<file path="config.mk">
export PLATFORM = sky130hd
export DESIGN_NAME = rv_pipe_frontend
export DESIGN_NICKNAME = d
export VERILOG_FILES = /design/src/rtl/rv_pipe_frontend.sv
export SDC_FILE = /design/constraint.sdc
export NUM_CORES = 2
export LEC_CHECK = 0
export BUFFER_PORTS_ARGS = -buffer_cell sky130_fd_sc_hd__buf_2
export CORE_ASPECT_RATIO = 0.7
export CORE_MARGIN = 4
export CORE_UTILIZATION = 55
export DETAILED_ROUTE_END_ITERATION = 10
export GPL_ROUTABILITY_DRIVEN = 0
export PLACE_DENSITY = 0.82
export SLEW_MARGIN = 20
export SYNTH_ARGS = -nofsm -noshare
export SYNTH_HDL_FRONTEND = slang
export SYNTH_SLANG_ARGS = --single-unit
</file>
<file path="constraint.sdc">
create_clock -name clk -period 4.2 [get_ports clk]
set_input_delay 0.21 -clock clk [delete_from_list [all_inputs] [get_ports clk]]
set_output_delay 0.21 -clock clk [all_outputs]
set_load 0.01 [all_outputs]
</file>
<file path="src/rtl/rv_pipe_frontend.sv">
// RV32/64 integer front end: PC/fetch, IF/ID latch, register file with write-through
// bypass, decode and the registered ID/EX stage with load-use stall and branch redirect.
`timescale 1ns/1ps
module rv_pipe_frontend #(
    parameter int              XLEN     = 32,
    parameter logic [XLEN-1:0] RESET_PC = {XLEN{1'b0}},
    parameter int              NREGS    = 32
) (
    input  logic            clk,
    input  logic            rst,
    output logic [XLEN-1:0] imem_addr,
    input  logic [31:0]     imem_rdata,
    input  logic            branch_taken,
    input  logic [XLEN-1:0] branch_target,
    input  logic            wb_en,
    input  logic [4:0]      wb_rd,
    input  logic [XLEN-1:0] wb_data,
    output logic            ex_valid,
    output logic [XLEN-1:0] ex_pc,
    output logic [XLEN-1:0] ex_pc_pl4,
    output logic [XLEN-1:0] ex_rs1_data,
    output logic [XLEN-1:0] ex_rs2_data,
    output logic [XLEN-1:0] ex_imm,
    output logic [4:0]      ex_rd,
    output logic [3:0]      ex_alu_op,
    output logic            ex_alu_src,
    output logic            ex_mem_rd,
    output logic            ex_mem_wr,
    output logic            ex_reg_write,
    output logic            ex_branch,
    output logic            ex_illegal,
    output logic            stall_out
);

    localparam int              RIDX_W    = (NREGS == 16) ? 4 : 5;
    localparam logic [6:0]      OP_R      = 7'b0110011;
    localparam logic [6:0]      OP_IMM    = 7'b0010011;
    localparam logic [6:0]      OP_LOAD   = 7'b0000011;
    localparam logic [6:0]      OP_STORE  = 7'b0100011;
    localparam logic [6:0]      OP_BRANCH = 7'b1100011;
    localparam logic [XLEN-1:0] PC_STEP   = {{(XLEN-3){1'b0}}, 3'b100};
    localparam logic [XLEN-1:0] ZERO_X    = {XLEN{1'b0}};

    function automatic logic [XLEN-1:0] imm_i(input logic [31:0] ins);
        return {{(XLEN-12){ins[31]}}, ins[31:20]};
    endfunction

    function automatic logic [XLEN-1:0] imm_s(input logic [31:0] ins);
        return {{(XLEN-12){ins[31]}}, ins[31:25], ins[11:7]};
    endfunction

    function automatic logic [XLEN-1:0] imm_b(input logic [31:0] ins);
        return {{(XLEN-13){ins[31]}}, ins[31], ins[7], ins[30:25], ins[11:8], 1'b0};
    endfunction

    logic [XLEN-1:0]   pc_r;
    logic              ifid_valid_r;
    logic [31:0]       ifid_instr_r;
    logic [XLEN-1:0]   ifid_pc_r;
    logic [XLEN-1:0]   rf_r [NREGS];

    logic [RIDX_W-1:0] wb_idx_s, rs1_idx_s, rs2_idx_s;
    logic [XLEN-1:0]   rs1_data_s, rs2_data_s, dec_imm_s;
    logic [6:0]        opcode_s;
    logic [2:0]        funct3_s;
    logic [3:0]        dec_alu_op_s;
    logic              dec_alu_src_s, dec_mem_rd_s, dec_mem_wr_s;
    logic              dec_reg_write_s, dec_branch_s, dec_illegal_s;
    logic              uses_rs2_s, stall_s;

    assign imem_addr = pc_r;
    assign stall_out = stall_s;
    assign opcode_s  = ifid_instr_r[6:0];
    assign funct3_s  = ifid_instr_r[14:12];
    assign wb_idx_s  = wb_rd[RIDX_W-1:0];
    assign rs1_idx_s = ifid_instr_r[15 +: RIDX_W];
    assign rs2_idx_s = ifid_instr_r[20 +: RIDX_W];

    // Register read with x0 hardwired to zero and same-cycle write-back bypass.
    always_comb begin
        rs1_data_s = ZERO_X;
        rs2_data_s = ZERO_X;
        if (rs1_idx_s == {RIDX_W{1'b0}}) begin
            rs1_data_s = ZERO_X;
        end else if (wb_en && (wb_idx_s == rs1_idx_s)) begin
            rs1_data_s = wb_data;
        end else begin
            rs1_data_s = rf_r[rs1_idx_s];
        end
        if (rs2_idx_s == {RIDX_W{1'b0}}) begin
            rs2_data_s = ZERO_X;
        end else if (wb_en && (wb_idx_s == rs2_idx_s)) begin
            rs2_data_s = wb_data;
        end else begin
            rs2_data_s = rf_r[rs2_idx_s];
        end
    end

    // Instruction decode of the IF/ID entry.
    always_comb begin
        dec_alu_op_s    = 4'b0000;
        dec_alu_src_s   = 1'b0;
        dec_mem_rd_s    = 1'b0;
        dec_mem_wr_s    = 1'b0;
        dec_reg_write_s = 1'b0;
        dec_branch_s    = 1'b0;
        dec_illegal_s   = 1'b0;
        dec_imm_s       = ZERO_X;
        uses_rs2_s      = 1'b0;
        case (opcode_s)
            OP_R: begin
                dec_alu_op_s    = {ifid_instr_r[30], funct3_s};
                dec_reg_write_s = 1'b1;
                uses_rs2_s      = 1'b1;
            end
            OP_IMM: begin
                dec_alu_op_s    = {(funct3_s == 3'b101) ? ifid_instr_r[30] : 1'b0, funct3_s};
                dec_alu_src_s   = 1'b1;
                dec_reg_write_s = 1'b1;
                dec_imm_s       = imm_i(ifid_instr_r);
            end
            OP_LOAD: begin
                dec_alu_src_s   = 1'b1;
                dec_mem_rd_s    = 1'b1;
                dec_reg_write_s = 1'b1;
                dec_imm_s       = imm_i(ifid_instr_r);
            end
            OP_STORE: begin
                dec_alu_src_s   = 1'b1;
                dec_mem_wr_s    = 1'b1;
                dec_imm_s       = imm_s(ifid_instr_r);
                uses_rs2_s      = 1'b1;
            end
            OP_BRANCH: begin
                dec_alu_op_s    = 4'b1000;
                dec_branch_s    = 1'b1;
                dec_imm_s       = imm_b(ifid_instr_r);
                uses_rs2_s      = 1'b1;
            end
            default: begin
                dec_illegal_s   = 1'b1;
            end
        endcase
    end

    // Load-use hazard: the load in EX feeds a source of the instruction in ID.
    always_comb begin
        stall_s = ex_valid && ex_mem_rd && (ex_rd != 5'd0) && ifid_valid_r &&
                  ((ex_rd == ifid_instr_r[19:15]) ||
                   (uses_rs2_s && (ex_rd == ifid_instr_r[24:20])));
    end

    // Program counter: redirect beats stall.
    always_ff @(posedge clk) begin
        if (rst) begin
            pc_r <= RESET_PC;
        end else if (branch_taken) begin
            pc_r <= branch_target;
        end else if (stall_s) begin
            pc_r <= pc_r;
        end else begin
            pc_r <= pc_r + PC_STEP;
        end
    end

    // IF/ID latch.
    always_ff @(posedge clk) begin
        if (rst) begin
            ifid_valid_r <= 1'b0;
            ifid_instr_r <= 32'h0000_0000;
            ifid_pc_r    <= ZERO_X;
        end else if (branch_taken) begin
            ifid_valid_r <= 1'b0;
        end else if (!stall_s) begin
            ifid_valid_r <= 1'b1;
            ifid_instr_r <= imem_rdata;
            ifid_pc_r    <= pc_r;
        end
    end

    // Register file write port; x0 is never written.
    always_ff @(posedge clk) begin
        if (rst) begin
            for (int i = 0; i < NREGS; i++) begin
                rf_r[i] <= ZERO_X;
            end
        end else if (wb_en && (wb_idx_s != {RIDX_W{1'b0}})) begin
            rf_r[wb_idx_s] <= wb_data;
        end
    end

    // ID/EX register; reset, redirect, stall and empty ID all produce a bubble.
    always_ff @(posedge clk) begin
        if (rst || branch_taken || stall_s || !ifid_valid_r) begin
            ex_valid     <= 1'b0;
            ex_pc        <= ZERO_X;
            ex_pc_pl4    <= ZERO_X;
            ex_rs1_data  <= ZERO_X;
            ex_rs2_data  <= ZERO_X;
            ex_imm       <= ZERO_X;
            ex_rd        <= 5'd0;
            ex_alu_op    <= 4'b0000;
            ex_alu_src   <= 1'b0;
            ex_mem_rd    <= 1'b0;
            ex_mem_wr    <= 1'b0;
            ex_reg_write <= 1'b0;
            ex_branch    <= 1'b0;
            ex_illegal   <= 1'b0;
        end else begin
            ex_valid     <= 1'b1;
            ex_pc        <= ifid_pc_r;
            ex_pc_pl4    <= ifid_pc_r + PC_STEP;
            ex_rs1_data  <= rs1_data_s;
            ex_rs2_data  <= rs2_data_s;
            ex_imm       <= dec_imm_s;
            ex_rd        <= ifid_instr_r[11:7];
            ex_alu_op    <= dec_alu_op_s;
            ex_alu_src   <= dec_alu_src_s;
            ex_mem_rd    <= dec_mem_rd_s;
            ex_mem_wr    <= dec_mem_wr_s;
            ex_reg_write <= dec_reg_write_s;
            ex_branch    <= dec_branch_s;
            ex_illegal   <= dec_illegal_s;
        end
    end

endmodule

</file>
==> summary.md <==
| Metric | Value |
|---|---|
| Critical Path Sink Type | `primary output` |
| Die Area | `121,000 µm²` |
| Reg2reg start | `ifid_instr_r[18]` |
| Pwr Density | `400 nW/µm²` |
| Final hold vios | `0` |
| Actual slew at the worst max-slew pin | `1.14 ns` |
| HPWL after DPL | `116 mm` |
| Largest net degree at the start of global routing | `123` |
| Placed inst area | `66,200 µm²` |
| Layout fillers | `7,802` |
| Critical Path Source | `ifid_instr_r[18]` |
| Tmin final | `3.70 ns` |
| CTS sink cnt | `1,276` |
| Reg2reg setup slack | `0.68 ns` |
| Drt via density | `6.84` |
| Yosys top cell area share | `0.486` |
| Rel. slew slack | `0.237` |
| Post-route cell area | `71,300 µm²` |
| Via count | `43,000` |
| CP max FO | `112` |
| Period utilization | `0.881` |
| Seq/Total Area, Yosys | `0.566` |
| CP Data Required Time | `3.99 ns` |
| Worst Setup Slack, final | `0.500 ns` |
| Height of the die | `292 µm` |
| Die width | `413 µm` |
| Predominant post-synthesis flop cell | `edfxtp_1` |
| CTS Root Cell | `clkbuf_16` |
| Share of cells above drive strength 1 | `0.272` |
| Pre-antenna DRT Iters | `7` |
| Yosys top cell by area | `edfxtp_1` |
| Outcome | `complete, no violations` |
| Initial antenna violation count | `9` |
| Setup crit start kind | `flip-flop` |
| Final setup viols | `0` |
| Max Freq | `0.270 GHz` |
| DR iter-0 viols | `7,608` |
| Grt total ovfl | `0` |
| Critical path class | `flip-flop to primary output` |
| Clock buffer count from CTS | `116` |
| TritonCTS clock tree | `yes` |
| Synth Warn # | `0` |
| FP Rows | `103` |
| Post-route ant nets | `0` |
| H-tree Lvls | `3` |
| Clk buf depth | `3` |
| Min-Delay Path Class | `input port to flip-flop` |
| Vias in the first global route | `43,400` |
| Synthesized area | `63,300 µm²` |
| Max cap viols | `0` |
| # nets final | `4,757` |
| Number of synthesized register bits | `1,276` |
| R2r worst-path depth | `8` |
| First-pass GRT wire length | `281 mm` |
| Fin. max-slew vios | `0` |
| Hold WS | `0.0310 ns` |
| Area delta synth->final | `12.6%` |
| DR WL/cell | `30.4 µm` |
| Post-synth EDFFs | `1,024` |
| I/O pin count | `314` |
| Core area | `114,000 µm²` |
| RSZ-0062 raised after global routing | `false` |
| Setup TNS | `0 ns` |
| Clock-pin slew on the worst setup and hold paths | `0.07 ns` |
| Area contributors post-synth | `edfxtp_1 (49%), mux4_2 (20%), and2_1 (10%), dfxtp_1 (8.0%), clkbuf_1 (2.0%)` |
| DRC violation count after routing | `0` |
| Total track usage | `0.314` |
| IO buf count | `313` |
| Worst vdd rail ir drop | `0.340 mV` |
| List of most frequent post-synthesis cells | `and2_1 (1,046), edfxtp_1 (1,024), mux4_2 (570), clkbuf_1 (330), dfxtp_1 (252)` |
| Netlist cell types | `62` |
| Lkg Pwr | `24.5 nW` |
| Mean Syn Cell Area | `14.3 µm²` |
| Synth Instances | `4,424` |
| Worst-Skew Late Latency | `0.74 ns` |
| R2R Path End | `ifid_instr_r[25]` |
| Drt total wl | `191 mm` |
| Clock Skew | `0.0359 ns` |
| Post-route core utilization | `0.628` |
| Pre-CTS setup slack | `1.00 ns` |
| Asr flop ratio synth | `0` |
| Cell with the most instances after synthesis | `and2_1` |
| Crit path DAT | `3.49 ns` |
| Setup crit end | `stall_out` |
| Initial Utilization | `0.557` |
through the flow:
stage | total power, mW | instances
3_3_place_gp | 17.6 | 5939
3_5_place_dp | 17.7 | 5939
6_report | 28.5 | 6281
4_1_cts | 28.4 | 6276
2_1_floorplan | 16.6 | 4455
5_1_grt | 29.2 | 6277
kinds of logic (layout without fill, tap and decap cells):
logic type      count (synthesis)  after routing  share of synthesized area
mux                           586            586                      0.205
xor+xnor                       48             48                    0.00664
simple gates                 1557           1557                      0.145
other cells                     1             37                  0.0000593
compound gates                456            456                     0.0422
flops                        1276           1276                      0.566
fa+ha+maj                       2              2                   0.000395
buf+inv                       498            797                     0.0347
placed cells by master (no fill, tap or decap), types with 27 or more instances in the layout:
cell type / synthesis / final
and2_1: 1046 / 1046
edfxtp_1: 1024 / 1024
mux4_2: 570 / 570
buf_2: 83 / 311
dfxtp_1: 252 / 242
a21oi_1: 131 / 131
clkbuf_16: 0 / 129
o22ai_1: 126 / 126
o21ai_0: 115 / 115
dlygate4sd3_1: 0 / 115
buf_4: 43 / 101
nand3_1: 100 / 98
nor2_1: 115 / 84
nand2_1: 80 / 80
nor3_1: 72 / 72
or2_2: 32 / 32
conb_1: 1 / 32
nor2_2: 0 / 29
buf_12: 1 / 27
final cells by class:
type	count	area, µm²	area share
tap	1522	1900	0.0267
clock buffer	178	3620	0.0509
antenna	5	12.5	0.000176
inverter	20	75.1	0.00105
multi-input combinational	2681	25500	0.358
timing repair buffer	555	4020	0.0564
clock inverter	44	302	0.00423
sequential	1276	35800	0.503
how the worst min path moves through the flow:
| stage | start | end | slack (ns) | depth (start not counted) |
|---|---|---|---|---|
| 6_report | wb_data[20] | ex_rs2_data[20] | 0.03 | 3 |
| 5_1_grt | wb_data[4] | ex_rs1_data[4] | 0.04 | 3 |
| 4_1_cts | wb_data[4] | ex_rs2_data[4] | 0.004 | 3 |
| 3_5_place_dp | ifid_instr_r[29] | ex_imm[9] | 0.45 | 1 |
| 3_3_place_gp | ifid_pc_r[1] | ex_pc[1] | 0.45 | 1 |
| 2_1_floorplan | branch_taken | ifid_valid_r | 0.31 | 1 |
timing repair:
action / in CTS / in global routing
endpoints found under the hold margin: 115 / 0
hold buffers: 115 / 0
resized for setup: 0 / 0
setup buffers: 0 / 0
endpoints found under the setup margin: 0 / 0
power breakdown:
group,internal (mW),leakage [nW],total [mW],switching (mW)
logic,1.33,10.7,2.89,1.56
registers,14.3,11.8,14.7,0.433
clock network,6.03,1.95,10.9,4.87
critical path: stages (launching register included):
cell and delay, ns:
dfxtp_2 0.88, xor2_1 0.15, nor3_1 0.33, o21ai_4 0.18, inv_2 0.10, buf_4 0.79
buf_2 0.29
per-layer routing:
metal / routed length, µm / up-vias / GRT usage
li1: - / 17200 / -
met1: 66400 / 21300 / 0.434
met2: 85000 / 3861 / 0.459
met3: 29900 / 678 / 0.105
met4: 9490 / 2 / 0.139
met5: 12 / - / 0
sequential cells by signal (all words and copies together), names as in the netlist:
name,count
ex_pc,32
ex_alu_op,4
ex_imm,13
imem_addr,32
ex_illegal,1
ifid_pc_r,32
ex_mem_rd,1
ex_alu_src,1
ex_reg_write,1
ex_rs1_data,32
ex_pc_pl4,30
ex_valid,1
ex_branch,1
ifid_instr_r,32
ex_rd,5
ex_mem_wr,1
rf_r,1024
ex_rs2_data,32
ifid_valid_r,1
Note: power is estimated with default switching activity, not from simulation.
